--- src/rtl/loop_gain_scheduler.sv ---
// Gain and reset sequencer for the ADPLL loop filter: walks IDLE -> ACQ -> TRACK -> LOCK
// from the magnitude of the phase error, qualifying each step with consecutive-sample counts.
module loop_gain_scheduler #(
    parameter int                  ERROR_WIDTH   = 8,
    parameter int                  KP_WIDTH      = 3,
    parameter int                  KI_WIDTH      = 4,
    parameter logic [KP_WIDTH-1:0] KP_ACQ        = 3'b100,
    parameter logic [KI_WIDTH-1:0] KI_ACQ        = 4'b0100,
    parameter logic [KP_WIDTH-1:0] KP_TRK        = 3'b001,
    parameter logic [KI_WIDTH-1:0] KI_TRK        = 4'b0001,
    parameter int                  ACQ_THRESH    = 16,
    parameter int                  LOCK_THRESH   = 4,
    parameter int                  UNLOCK_THRESH = 32,
    parameter int                  ACQ_COUNT     = 16,
    parameter int                  LOCK_COUNT    = 64,
    parameter int                  UNLOCK_COUNT  = 8
) (
    input  logic                          gen_clk_i,
    input  logic                          reset_n_i,
    input  logic                          enable_i,
    input  logic signed [ERROR_WIDTH-1:0] error_i,
    output logic        [KP_WIDTH-1:0]    kp_o,
    output logic        [KI_WIDTH-1:0]    ki_o,
    output logic                          filter_reset_o,
    output logic                          locked_o,
    output logic        [1:0]             state_o
);

    localparam int MAX_AL    = (ACQ_COUNT > LOCK_COUNT) ? ACQ_COUNT : LOCK_COUNT;
    localparam int MAX_COUNT = (MAX_AL > UNLOCK_COUNT) ? MAX_AL : UNLOCK_COUNT;
    localparam int CNT_W     = $clog2(MAX_COUNT) + 1;

    localparam logic [CNT_W-1:0] CNT_ZERO    = '0;
    localparam logic [CNT_W-1:0] CNT_ONE     = CNT_W'(1);
    localparam logic [CNT_W-1:0] CNT_MAX     = '1;
    localparam logic [CNT_W-1:0] ACQ_LAST    = CNT_W'(ACQ_COUNT - 1);
    localparam logic [CNT_W-1:0] LOCK_LAST   = CNT_W'(LOCK_COUNT - 1);
    localparam logic [CNT_W-1:0] UNLOCK_LAST = CNT_W'(UNLOCK_COUNT - 1);

    localparam logic [ERROR_WIDTH-1:0] ERR_ONE = ERROR_WIDTH'(1);
    localparam logic [ERROR_WIDTH-1:0] ERR_MAX = {1'b0, {(ERROR_WIDTH-1){1'b1}}};

    typedef enum logic [1:0] {
        S_IDLE  = 2'b00,
        S_ACQ   = 2'b01,
        S_TRACK = 2'b10,
        S_LOCK  = 2'b11
    } state_t;

    // Magnitude of a two's-complement error; the most-negative code has no
    // positive twin, so it clamps to the largest positive value.
    function automatic logic [ERROR_WIDTH-1:0] abs_sat(input logic [ERROR_WIDTH-1:0] e);
        if (!e[ERROR_WIDTH-1])
            return e;
        else if (e[ERROR_WIDTH-2:0] == '0)
            return ERR_MAX;
        else
            return ~e + ERR_ONE;
    endfunction

    function automatic logic [CNT_W-1:0] cnt_inc(input logic [CNT_W-1:0] c);
        return (c == CNT_MAX) ? c : c + CNT_ONE;
    endfunction

    state_t                r_state;
    logic [CNT_W-1:0]      r_cnt;
    logic [KP_WIDTH-1:0]   r_kp;
    logic [KI_WIDTH-1:0]   r_ki;
    logic                  r_filter_reset;
    logic                  r_locked;

    state_t                w_state_nxt;
    logic [CNT_W-1:0]      w_cnt_nxt;
    logic [31:0]           w_abs;
    logic                  w_acq_ok;
    logic                  w_lock_ok;
    logic                  w_unlock;

    assign w_abs     = {{(32-ERROR_WIDTH){1'b0}}, abs_sat(error_i)};
    assign w_acq_ok  = (w_abs <= 32'(ACQ_THRESH));
    assign w_lock_ok = (w_abs <= 32'(LOCK_THRESH));
    assign w_unlock  = (w_abs >  32'(UNLOCK_THRESH));

    always_comb begin
        w_state_nxt = r_state;
        w_cnt_nxt   = r_cnt;
        if (!enable_i) begin
            w_state_nxt = S_IDLE;
            w_cnt_nxt   = CNT_ZERO;
        end else begin
            case (r_state)
                S_IDLE: begin
                    w_state_nxt = S_ACQ;
                    w_cnt_nxt   = CNT_ZERO;
                end
                S_ACQ: begin
                    if (!w_acq_ok) begin
                        w_cnt_nxt = CNT_ZERO;
                    end else if (r_cnt >= ACQ_LAST) begin
                        w_state_nxt = S_TRACK;
                        w_cnt_nxt   = CNT_ZERO;
                    end else begin
                        w_cnt_nxt = cnt_inc(r_cnt);
                    end
                end
                S_TRACK: begin
                    // A single large excursion abandons tracking before any counting.
                    if (w_unlock) begin
                        w_state_nxt = S_ACQ;
                        w_cnt_nxt   = CNT_ZERO;
                    end else if (!w_lock_ok) begin
                        w_cnt_nxt = CNT_ZERO;
                    end else if (r_cnt >= LOCK_LAST) begin
                        w_state_nxt = S_LOCK;
                        w_cnt_nxt   = CNT_ZERO;
                    end else begin
                        w_cnt_nxt = cnt_inc(r_cnt);
                    end
                end
                default: begin
                    if (!w_unlock) begin
                        w_cnt_nxt = CNT_ZERO;
                    end else if (r_cnt >= UNLOCK_LAST) begin
                        w_state_nxt = S_ACQ;
                        w_cnt_nxt   = CNT_ZERO;
                    end else begin
                        w_cnt_nxt = cnt_inc(r_cnt);
                    end
                end
            endcase
        end
    end

    // Outputs are decoded from the next state so they change on the same edge as state_o.
    always_ff @(posedge gen_clk_i) begin
        if (!reset_n_i) begin
            r_state        <= S_IDLE;
            r_cnt          <= CNT_ZERO;
            r_kp           <= KP_ACQ;
            r_ki           <= KI_ACQ;
            r_filter_reset <= 1'b1;
            r_locked       <= 1'b0;
        end else begin
            r_state        <= w_state_nxt;
            r_cnt          <= w_cnt_nxt;
            r_kp           <= w_state_nxt[1] ? KP_TRK : KP_ACQ;
            r_ki           <= w_state_nxt[1] ? KI_TRK : KI_ACQ;
            r_filter_reset <= (w_state_nxt == S_IDLE);
            r_locked       <= (w_state_nxt == S_LOCK);
        end
    end

    assign kp_o           = r_kp;
    assign ki_o           = r_ki;
    assign filter_reset_o = r_filter_reset;
    assign locked_o       = r_locked;
    assign state_o        = r_state;

endmodule

--- config.mk ---
export PLATFORM = sky130hd
export DESIGN_NAME = loop_gain_scheduler
export DESIGN_NICKNAME = d
export VERILOG_FILES = /design/src/rtl/loop_gain_scheduler.sv
export SDC_FILE = /design/constraint.sdc
export NUM_CORES = 1
export LEC_CHECK = 0
export ABC_AREA = 1
export BUFFER_PORTS_ARGS = -buffer_cell sky130_fd_sc_hd__buf_2
export CAP_MARGIN = 40
export CORE_ASPECT_RATIO = 0.5
export CORE_MARGIN = 2
export CORE_UTILIZATION = 31
export DETAILED_ROUTE_END_ITERATION = 16
export PLACE_DENSITY = 0.5
export SKIP_LAST_GASP = 1
export SYNTH_ARGS = -nofsm -noshare
export SYNTH_HDL_FRONTEND = slang
export SYNTH_SLANG_ARGS = --single-unit
--- constraint.sdc ---
create_clock -name gen_clk_i -period 1.68 [get_ports gen_clk_i]
set_input_delay 0.084 -clock gen_clk_i [delete_from_list [all_inputs] [get_ports gen_clk_i]]
set_output_delay 0.084 -clock gen_clk_i [all_outputs]
set_load 0.005 [all_outputs]
# Yosys cells after proc, flatten, opt, wreduce, memory -nomap -nowiden
# Index checks and enable logic that the tools add are counted.
totals:
  reg_bits: 18
  output_inout_bits: 11
classes:
  add_sub_neg: 2
  n_lt_le_gt_ge: 6
  eq_ne: 4
  mux: 22
  bitwise_logic: 1
  reduce_logical: 4
op_table:
  columns: ["operator", "n"]
  rows:
  - ["two-way mux 7 bit", 8]
  - ["one-hot mux 7 bit (3 select lines)", 1]
  - ["two-way mux 2 bit", 8]
  - ["two-way mux 8 bit", 2]
  - ["adder 8 x 1 -> 8 bit (second input constant)", 1]
  - ["greater-than comparator 8 x 6 -> 1 bit (second input constant)", 1]
  - ["<= comparator 8 x 3 -> 1 bit (second input constant)", 1]
  - ["<= comparator 8 x 5 -> 1 bit (second input constant)", 1]
  - ["inverter 8 bit", 1]
  - ["adder 7 x 1 -> 7 bit (second input constant)", 1]
  - ["equality test 7 bit (second input constant)", 1]
  - ["greater-or-equal comparator 7 x 3 -> 1 bit (second input constant)", 1]
  - ["greater-or-equal comparator 7 x 4 -> 1 bit (second input constant)", 1]
  - ["greater-or-equal comparator 7 x 6 -> 1 bit (second input constant)", 1]
  - ["zero test 7 bit", 1]
  - ["two-way mux 3 bit", 2]
  - ["one-hot mux 2 bit (3 select lines)", 1]
  - ["equality test 2 bit (second input constant)", 2]
  - ["zero test 2 bit", 2]
  - ["equality test 2 x 1 -> 1 bit (second input constant)", 1]
  - ["AND reduction 2 bit", 1]

# Logic depth before layout (Yosys ltp)
# Gate-level depths: netlist of the first run.
logic_depth:
  ltp_word: 10
  mapped_depth: 15

# Least setup slack after synthesis of the first run
# Ideal clock, no wire load.
synth_timing:
  path_kind: "register to register"
  from: "register r_cnt[0]"
  to: "register r_cnt[1]"
  arrival_ps: 1351
  t_required_ps: 1571
  path_slack_ps: 220
  stages_incl_launch_ff: 11
  path_buffers: 0
  cell_sequence: "dfxtp_1 > ha_1 > nand2_1 > nor2_4 > nand3_2 > o21ai_1 > nor2_1 > nand4_1 > nand3_1 > nand2_1 > inv_1"
synth_via:
  elab_chain_cells: 6
  elab_cells_between_ends: 14
synth_rtl:
  columns: ["element", "line_no", "source"]
  rows:
  - ["from (decl)", "66", "logic [CNT_W-1:0] r_cnt;"]
  - ["from (signal assigned)", "145", "r_cnt <= w_cnt_nxt;"]
  - ["adder 7 x 1 -> 7 bit or equality test 7 bit (tied branches)", "62", "return (c == CNT_MAX) ? c : c + CNT_ONE;"]
  - ["two-way mux 7 bit", "62", null]
  - ["two-way mux 7 bit", "113", "end else if (r_cnt >= LOCK_LAST) begin"]
  - ["two-way mux 7 bit", "111", "end else if (!w_lock_ok) begin"]
  - ["two-way mux 7 bit", "108", "if (w_unlock) begin"]
  - ["one-hot mux 7 bit (3 select lines) (*)", "91", "case (r_state)"]
# Mark *: on every way between the ends. The rest lies on a longest branch, timed or not.
# A chain may end at the register's enable or synchronous reset.

# Final worst setup path of the first run
layout_timing:
  from: "register r_cnt[0]"
  to: "register r_locked, in the netlist locked_o"
layout_via:
  elab_chain_cells: 7
  elab_cells_between_ends: 13
layout_rtl:
  columns: ["element", "line_no", "source"]
  rows:
  - ["greater-or-equal comparator 7 x 6 -> 1 bit", "113", null]
  - ["two-way mux 2 bit", "113", null]
  - ["two-way mux 2 bit", "111", null]
  - ["two-way mux 2 bit", "108", null]
  - ["one-hot mux 2 bit (3 select lines) (*)", "91", null]
  - ["two-way mux 2 bit (*)", "87", "if (!enable_i) begin"]
  - ["equality test 2 bit (*)", "149", "r_locked <= (w_state_nxt == S_LOCK);"]
  - ["to (signal assigned)", "149", null]
  - ["to (decl)", "70", "logic r_locked;"]
# Marks and branches as above.

==> reports/results.ini, run 1 <==
[setup_path]
crit_start=r_cnt[0]
crit_type=reg2reg
cp_data_arrival_time_ns=1.77
end_kind=flop
startpoint_type=flop
cp_max_fo=6
reg2reg_from=r_cnt[0]
critPathRequiredTime_ns=1.87

[pwr]
p_per_area_nw_per_um2=537
p_seq_frac=0.357
ir_worst_vdd_uv=200
clkPwrFrac=0.401
p_switching_uw=255
p_leak_nw=0.793
internal_power_uw=565
total_power_uw=820
pwr-share-comb=0.241
p_sw_frac=0.311

[clock_network]
clkSinkCount=12
insertion_delay_ns=0.25
cts_made_buffers=3
ctsHoldBuffers=0
cts_tree=built
clk_pin_slew_ns=0.06
cts-root-buf=clkbuf_8
htreeDepth=1
clockBufferDepth=2

[placed_design]
post-place-cells=253
place_ws_ns=0.0491
hpwl_mm=2.19
numPortBuffers=18
place_congestion=0.796

[min_path]
hold_path_class=in2reg
hp-start=reset_n_i

[sta]
setup-violations-final=0
fin_crit_sh=0.938
hold_viol_final=0
period_needed_ns=1.58
max_freq_mhz=635
skew_ns=0.00216
hold_slack_ns=0.0566
final_max_slew_viol_count=0
setup_ws_ns=0.105

[yosys]
ys_warn_count=0
synth.distinct_cells=30
netlist_area_sq_um=1280
yosys.area.top_type=dfxtp_1
ys_seq_area_frac=0.187
synth-edff-count=0
synth_top_area_share=0.187
synthFlopType=dfxtp_1
yosysMostFrequentCell=nand2_1
postSynthCellCount=182
postSynthAreaPerCell_sq_um=7.05
synth-seq-cells=12
synthTopCellsByArea=dfxtp_1, nand2_1, nand3_2
ys_async_sr_fraction=0
synth_top_cells_by_count=nand2_1, inv_1, nand3_1

[grt]
grt_pass1_wl_mm=4.67
grt_pass1_vias=1050
grt_overflow=0
antenna_found_initial=0
grt_max_degree=13
track_usage=0.128

[drt]
drc=0
wl_per_cell_um=10.4
firstDrtPassIters=4
vias=1149
ant_nets=0
viasPerCell=4.44
drt-total-wl_mm=2.70
drtIter0Drc=66

[die]
start_util=0.326
die_w_um=95.0
rows=16
boundaryPins=22
coreArea_sq_um=3940
fp.dieH_um=49.5
die-area_sq_um=4700

[job]
drv_cap=0

[layout]
antenna_cells=0
drive_gt1_frac=0.429
synthToLayoutAreaGrowth_pct=18.9
fin_cells=259
nFillCells=420
nets=219

[outcome]
status=finished, final reports clean

[cell type report]
class / instances / area [sq um] / share of cell area
flip-flops and latches: 12 / 241 / 0.158
inverters: 33 / 126 / 0.0828
well taps: 54 / 67.6 / 0.0443
clock buffers: 4 / 55.1 / 0.0361
multi-input cells: 133 / 908 / 0.595
repair buffers: 23 / 128 / 0.0836
[layout by cell type, fill, tap and decap left out]
cell type / n
a21oi_1: 2
nand2_4: 7
nor2_8: 2
xor2_1: 2
clkbuf_8: 4
or2_1: 2
nand4_1: 9
or2_2: 1
buf_4: 5
buf_2: 18
nand3_2: 9
ha_1: 1
nor2_1: 13
nand2_1: 29
nand3_1: 16
inv_2: 5
dfxtp_1: 11
inv_4: 1
nor2_4: 4
clkinv_1: 1
dfxtp_2: 1
nor2_2: 5
nor4_2: 2
a21oi_2: 1
ha_2: 1
inv_1: 26
nor3_4: 1
nor3_2: 1
conb_1: 4
nand3b_2: 1
o21ai_1: 1
nand3_4: 4
nand2_2: 15
[path summary, 6_finish.rpt]
| kind | end | slack, ns | cells after the start |
|---|---|---|---|
| min reg2reg | r_cnt[3] | 0.67 | 4 |
| max | locked_o | 0.10 | 11 |
| min | kp_o[2] | 0.06 | 2 |
| max reg2reg | locked_o | 0.10 | 11 |
[through the flow]
stage	util	area (sq um)	TNS [ns]
2_1_floorplan	-	1290	0
3_3_place_gp	0.360	1420	0
3_5_place_dp	0.360	1420	0
4_1_cts	0.374	1470	0
5_1_grt	0.387	1530	-0.0841
6_report	0.387	1530	0
[layer usage]
| layer | vias up | share of wire | track usage |
|---|---|---|---|
| met3 | 5 | 0.031 | 0.0183 |
| met2 | 26 | 0.48 | 0.207 |
| met1 | 504 | 0.47 | 0.170 |
| met5 | - | 0 | 0 |
| met4 | 0 | 0.020 | 0.0580 |
| li1 | 614 | - | - |
[power groups by stage]
stage | Sequential (mW) | Clock (mW) | Combinational [mW]
4_1_cts | 0.292 | 0.337 | 0.195
3_3_place_gp | 0.298 | 0 | 0.193
3_5_place_dp | 0.299 | 0 | 0.195
5_1_grt | 0.294 | 0.358 | 0.219
6_report | 0.293 | 0.329 | 0.198
2_1_floorplan | 0.299 | 0 | 0.159
[logic make-up after synthesis]
group / after synthesis / synth area share
XOR/XNOR: 2 / 0.0136
buffers and inverters: 40 / 0.142
adder cells (fa/ha/maj): 2 / 0.0195
AND/OR/NAND/NOR: 121 / 0.616
AO/OA/AOI/OAI: 4 / 0.0185
other: 1 / 0.00292
flip-flops: 12 / 0.187
[worst max-delay path: stages (launching register included)]
cell and delay, ns:
dfxtp_1 0.33, ha_2 0.18, nand2_2 0.08, nor2_4 0.18, inv_1 0.07, nand2_2 0.11, nand2_2 0.08, nand2_4 0.12
nand3_2 0.07, nand3_1 0.10, nand3_2 0.09, nor2_2 0.10
[repair_timing]
item | CTS | global route
setup endpoints to repair | 0 | 7
gates resized for setup | 0 | 10
buffers inserted | 0 | 2
[sequential cells by signal (all words and copies together) (netlist names)]
| name | flops |
|---|---|
| filter_reset_o | 1 |
| kp_o | 2 |
| r_cnt | 7 |
| state_o | 1 |
| locked_o | 1 |
No activity file was read; power rests on OpenSTA's default activity.
==> inputs of run 2 (changes only) <==
--- a/config.mk
+++ b/config.mk
@@ -9,10 +9,11 @@
 export BUFFER_PORTS_ARGS = -buffer_cell sky130_fd_sc_hd__buf_2
 export CAP_MARGIN = 40
 export CORE_ASPECT_RATIO = 0.5
-export CORE_MARGIN = 2
+export CORE_MARGIN = 5
 export CORE_UTILIZATION = 31
 export DETAILED_ROUTE_END_ITERATION = 16
 export PLACE_DENSITY = 0.5
+export REMOVE_ABC_BUFFERS = 1
 export SKIP_LAST_GASP = 1
 export SYNTH_ARGS = -nofsm -noshare
 export SYNTH_HDL_FRONTEND = slang
==> run 2 against run 1 <==
Net effect:
- total power is 1.2% lower
- sequential cell count is the same
- die area up 19%
- global-route usage decreased by 3.1 points
- final area down 0.90%
- non-clock buffer count shrank 2
- worst hold slack better by 0.0042 ns
- critical path type unchanged
- largest cell class unchanged
- largest power group unchanged
==> reports/results.ini, run 2 (synthesis results as in run 1) <==
[drt]
vias=1122  ; -2.3%
drc=0  ; unchanged
ant_nets=0  ; unchanged
viasPerCell=4.37  ; -1.6%
firstDrtPassIters=4  ; unchanged
drtIter0Drc=57  ; -14%
wl_per_cell_um=10.5  ; +0.85%
drt-total-wl_mm=2.70  ; about the same

[setup_path]
end_kind=flop
startpoint_type=flop
max_stage_delay_ns=0.34  ; about the same
cp_data_arrival_time_ns=1.74  ; -0.03 ns
crit_top_cell=nand2_2
crit_start=r_cnt[1]
crit_family=simple AND/OR/NAND/NOR gates
critPathRequiredTime_ns=1.82  ; -0.05 ns
crit_chain=ha_2 > nand2_2 > nor2_4 > inv_1 > nand2_2 > nand2_2 > nand2_4 > nor2_1 > nand4_1 > nand3_1 > nand2_1 > inv_1
r2r_cells=12  ; +1
cp_max_fo=6  ; unchanged
r2r_slack_ns=0.08  ; -0.02 ns
endpoint=r_cnt[0]
path_buf_inv=2  ; +1
r2r_end=r_cnt[0]
reg2reg_from=r_cnt[1]
cp.depth=12  ; +1
crit_type=reg2reg
crit_slowest_cell=dfxtp_2

[sta]
setup-violations-final=0  ; unchanged
finalSetupTns_ns=0  ; unchanged
final_max_slew_viol_count=0  ; unchanged
hold_slack_ns=0.0609  ; +0.00424 ns
period_needed_ns=1.60  ; +0.0225 ns
fin_crit_sh=0.951  ; +0.0134
max_freq_mhz=626  ; -1.4%
hold_viol_final=0  ; unchanged
skew_ns=0.000792  ; -0.00137 ns
setup_ws_ns=0.0823  ; -0.0225 ns

[grt]
grt_max_degree=13  ; unchanged
antenna_found_initial=0  ; unchanged
grt_overflow=0  ; unchanged
grt_pass1_wl_mm=4.55  ; -2.7%
grt_pass1_vias=1055  ; +0.48%
track_usage=0.0969  ; -0.0312

[pwr]
p_sw_frac=0.304  ; -0.00702
ir_worst_vdd_uv=180  ; -10%
p_switching_uw=246  ; -3.5%
clkPwrFrac=0.396  ; -0.005
total_power_uw=810  ; -1.2%
p_leak_nw=0.778  ; -1.8%
internal_power_uw=563  ; -0.22%
pwr-share-comb=0.242  ; about the same
p_seq_frac=0.362  ; +0.005
p_per_area_nw_per_um2=535  ; -0.32%

[die]
rows=16  ; unchanged
die_w_um=101  ; +6.3%
boundaryPins=22  ; unchanged
fp.dieH_um=55.5  ; +12%
start_util=0.326  ; unchanged
die-area_sq_um=5610  ; +19%
coreArea_sq_um=3940  ; unchanged

[placed_design]
hpwl_mm=2.18  ; -0.62%
post-place-cells=252  ; -0.40%
place_congestion=0.816  ; +2.5%
numPortBuffers=18  ; unchanged
place_area_sq_um=1410  ; -0.53%
place_ws_ns=0.0387  ; -0.0103 ns

[outcome]
status=finished, final reports clean

[clock_network]
insertion_delay_ns=0.24  ; about the same
clockBufferDepth=2  ; unchanged
clkSinkCount=12  ; unchanged
htreeDepth=1  ; unchanged
cts_made_buffers=3  ; unchanged
cts-root-buf=clkbuf_8
cts_tree=built
clk_pin_slew_ns=0.06  ; about the same

[layout]
drive_gt1_frac=0.429  ; -0.000697
fin_cells=257  ; -0.77%
synthToLayoutAreaGrowth_pct=17.8
top_register=r_cnt
largest_register_ffs=7  ; unchanged
nets=217  ; -0.91%
antenna_cells=0  ; unchanged
fin_area_sq_um=1510  ; -0.90%
final_common_cell=nand2_1
final_cell_mix=nand2_1, inv_1, buf_2, nand3_1, nand2_2
utilization=0.384  ; -0.00349

[min_path]
hp-start=reset_n_i
min_path_cells=2  ; unchanged
hold_path_class=in2reg

[job]
drv_cap=0  ; unchanged

==> run 2: power groups by stage <==
stage / logic (mW) / clock network, mW / registers [mW]
final: 0.196 / 0.320 / 0.293
after global routing: 0.218 / 0.337 / 0.294
after CTS: 0.195 / 0.325 / 0.292
after detailed placement: 0.195 / 0 / 0.299
after global placement: 0.194 / 0 / 0.299
after floorplan: 0.147 / 0 / 0.299
==> run 2: cell type report <==
cell class	count	area (sq um)
fillers	430	2430
multi-input cells	133	908
flip-flops and latches	12	243
inverters	33	126
repair buffers	21	113
well taps	54	67.6
clock buffers	4	55.1
==> run 2: repair_timing <==
| item | 4_1_cts | 5_1_grt |
|---|---|---|
| gates resized for setup | 0 | 11 |
| endpoints found under the setup margin | 0 | 8 |
| hold endpoints to repair | 0 | 0 |
| hold buffers | 0 | 0 |
| buffers inserted | 0 | 1 |
==> run 2: layer usage <==
metal / up-vias / wire length (um) / global-route usage
met3: 2 / 69 / 0.00754
met5: - / 0 / 0
li1: 608 / - / -
met2: 24 / 1270 / 0.158
met4: 0 / 22 / 0.0360
met1: 488 / 1350 / 0.133
==> run 2: how the worst min path moves through the flow <==
| stage | end | slack [ns] |
|---|---|---|
| after global routing | kp_o[2] | 0.08 |
| after CTS | kp_o[2] | 0.06 |
| after global placement | kp_o[2] | 0.31 |
| after detailed placement | kp_o[2] | 0.31 |
| after floorplan | kp_o[2] | 0.18 |
| final | kp_o[2] | 0.06 |
==> inputs of run 3 (changes only) <==
--- a/config.mk
+++ b/config.mk
@@ -9,7 +9,7 @@
 export BUFFER_PORTS_ARGS = -buffer_cell sky130_fd_sc_hd__buf_2
 export CAP_MARGIN = 40
 export CORE_ASPECT_RATIO = 0.5
-export CORE_MARGIN = 5
+export CORE_MARGIN = 10
 export CORE_UTILIZATION = 31
 export DETAILED_ROUTE_END_ITERATION = 16
 export PLACE_DENSITY = 0.5
==> run 3 against run 2 <==
Net effect:
- global-route usage decreased by 2.4 points
- worst hold slack worse by 0.00061 ns
- highest routed layer unchanged
- critical endpoint unchanged
- largest power group unchanged
- setup slack better by 0.016 ns
- cell count is 1.2% higher
- register-to-register slack gained 0.02 ns
==> reports/results.ini, run 3 (synthesis results as in run 1) <==
[outcome]
status=finished, final reports clean

[drt]
drtIter0Drc=62  ; +8.8%
viasPerCell=4.42  ; +1.3%
wl_per_cell_um=10.6  ; +0.31%
drc=0  ; unchanged
vias=1150  ; +2.5%
firstDrtPassIters=4  ; unchanged
drt-total-wl_mm=2.74  ; +1.5%
ant_nets=0  ; unchanged

[grt]
grt_overflow=0  ; unchanged
grt_max_degree=13  ; unchanged
grt_pass1_wl_mm=4.55  ; +0.15%
grt_pass1_vias=1059  ; +0.38%
track_usage=0.0728  ; -0.0241
antenna_found_initial=0  ; unchanged

[setup_path]
startpoint_type=flop
crit_type=reg2reg
critPathRequiredTime_ns=1.82  ; about the same
r2r_slack_ns=0.1  ; +0.02 ns
cp_max_fo=6  ; unchanged
cp_data_arrival_time_ns=1.72  ; -0.02 ns
end_kind=flop

[layout]
largest_register_ffs=7  ; unchanged
final_common_cell=nand2_1
antenna_cells=0  ; unchanged
synthToLayoutAreaGrowth_pct=19.9
top_register=r_cnt
nFillCells=428  ; -0.47%
drive_gt1_frac=0.432  ; +0.00347
final_cell_mix=nand2_1, inv_1, buf_2, nand3_1, nand2_2
nets=220  ; +1.4%
utilization=0.390  ; +0.00666

[clock_network]
clockBufferDepth=2  ; unchanged
htreeDepth=1  ; unchanged
ctsHoldBuffers=0  ; unchanged
cts_tree=built
clk_pin_slew_ns=0.05  ; about the same
cts-root-buf=clkbuf_8
cts_made_buffers=3  ; unchanged
insertion_delay_ns=0.24  ; about the same
clkSinkCount=12  ; unchanged

[placed_design]
place_congestion=0.824  ; +0.97%
hpwl_mm=2.32  ; +6.5%
numPortBuffers=18  ; unchanged

[pwr]
p_leak_nw=0.794  ; +2.0%
clkPwrFrac=0.393  ; -0.003
total_power_uw=807  ; -0.27%
internal_power_uw=565  ; +0.22%
p_per_area_nw_per_um2=525  ; -2.0%
p_seq_frac=0.363  ; about the same
p_sw_frac=0.301  ; -0.00339
p_switching_uw=243  ; -1.4%
pwr-share-comb=0.244  ; +0.002
ir_worst_vdd_uv=208  ; +16%

[die]
fp.dieH_um=65.5  ; +18%
coreArea_sq_um=3940  ; unchanged
boundaryPins=22  ; unchanged
rows=16  ; unchanged
die_w_um=111  ; +9.9%
start_util=0.326  ; unchanged
die-area_sq_um=7270  ; +30%

[sta]
skew_ns=0.00150  ; +0.000704 ns
final_max_slew_viol_count=0  ; unchanged
max_freq_mhz=632  ; +1.0%
period_needed_ns=1.58  ; -0.0160 ns
hold_viol_final=0  ; unchanged
fin_crit_sh=0.942  ; -0.00950
hold_slack_ns=0.0603  ; -0.000609 ns
setup-violations-final=0  ; unchanged
finalSetupTns_ns=0  ; unchanged

[min_path]
hold_path_class=in2reg

[job]
drv_cap=0  ; unchanged

## run 3: changes by cell type in the layout (fill, tap and decap cells not counted), sizes merged
cell and delta:
buf +3
## run 3: path summary, 6_finish.rpt
path	from	endpoint	cells past startpoint
max	r_cnt[0]	r_cnt[0]	12
min	reset_n_i	kp_o[2]	2
max reg2reg	r_cnt[0]	r_cnt[0]	12
min reg2reg	state_o[0]	r_cnt[3]	4
## run 3: timing repair
action	CTS	global route
setup buffers	0	2
endpoints found under the setup margin	0	8
gates resized for setup	0	10
## run 3: metal layers
| metal | track usage | wire length [um] | vias up |
|---|---|---|---|
| li1 | - | - | 619 |
| met1 | 0.0836 | 1250 | 499 |
| met2 | 0.127 | 1320 | 28 |
| met3 | 0.0127 | 126 | 4 |
| met4 | 0.0435 | 50 | 0 |
| met5 | 0 | 0 | - |
## run 3: worst max-delay path, stage by stage, from the launching register on
cell and delay (ns):
dfxtp_1 0.33, ha_2 0.20, nand2_2 0.09, nor2_4 0.17, inv_1 0.07, nand2_2 0.10
nand2_2 0.08, nand2_4 0.11, nor2_1 0.05, nand4_1 0.08, nand3_1 0.10, nand2_1 0.07
inv_1 0.04
## run 3: layout make-up
class                   instances  area, sq um  share of cell area
multi-input cells             133          915               0.594
flip-flops and latches         12          240               0.156
repair buffers                 24          135              0.0878
inverters                      33          126              0.0821
well taps                      54         67.6              0.0439
clock buffers                   4         55.1              0.0358
## run 3: metrics by stage
| step | worst slack, ns | area (sq um) | instances |
|---|---|---|---|
| after CTS | 0.0261 | 1480 | 258 |
| after floorplan | 0.220 | 1240 | 178 |
| after global placement | 0.0460 | 1430 | 254 |
| final | 0.0982 | 1540 | 260 |
| after detailed placement | 0.0374 | 1430 | 254 |
| after global routing | -0.0288 | 1540 | 260 |
## run 3: power groups by stage
stage	clock [mW]	combinational, mW	sequential (mW)
after floorplan	0	0.147	0.299
after global placement	0	0.194	0.299
after detailed placement	0	0.194	0.299
after CTS	0.329	0.195	0.292
after global routing	0.341	0.217	0.293
final	0.317	0.197	0.293
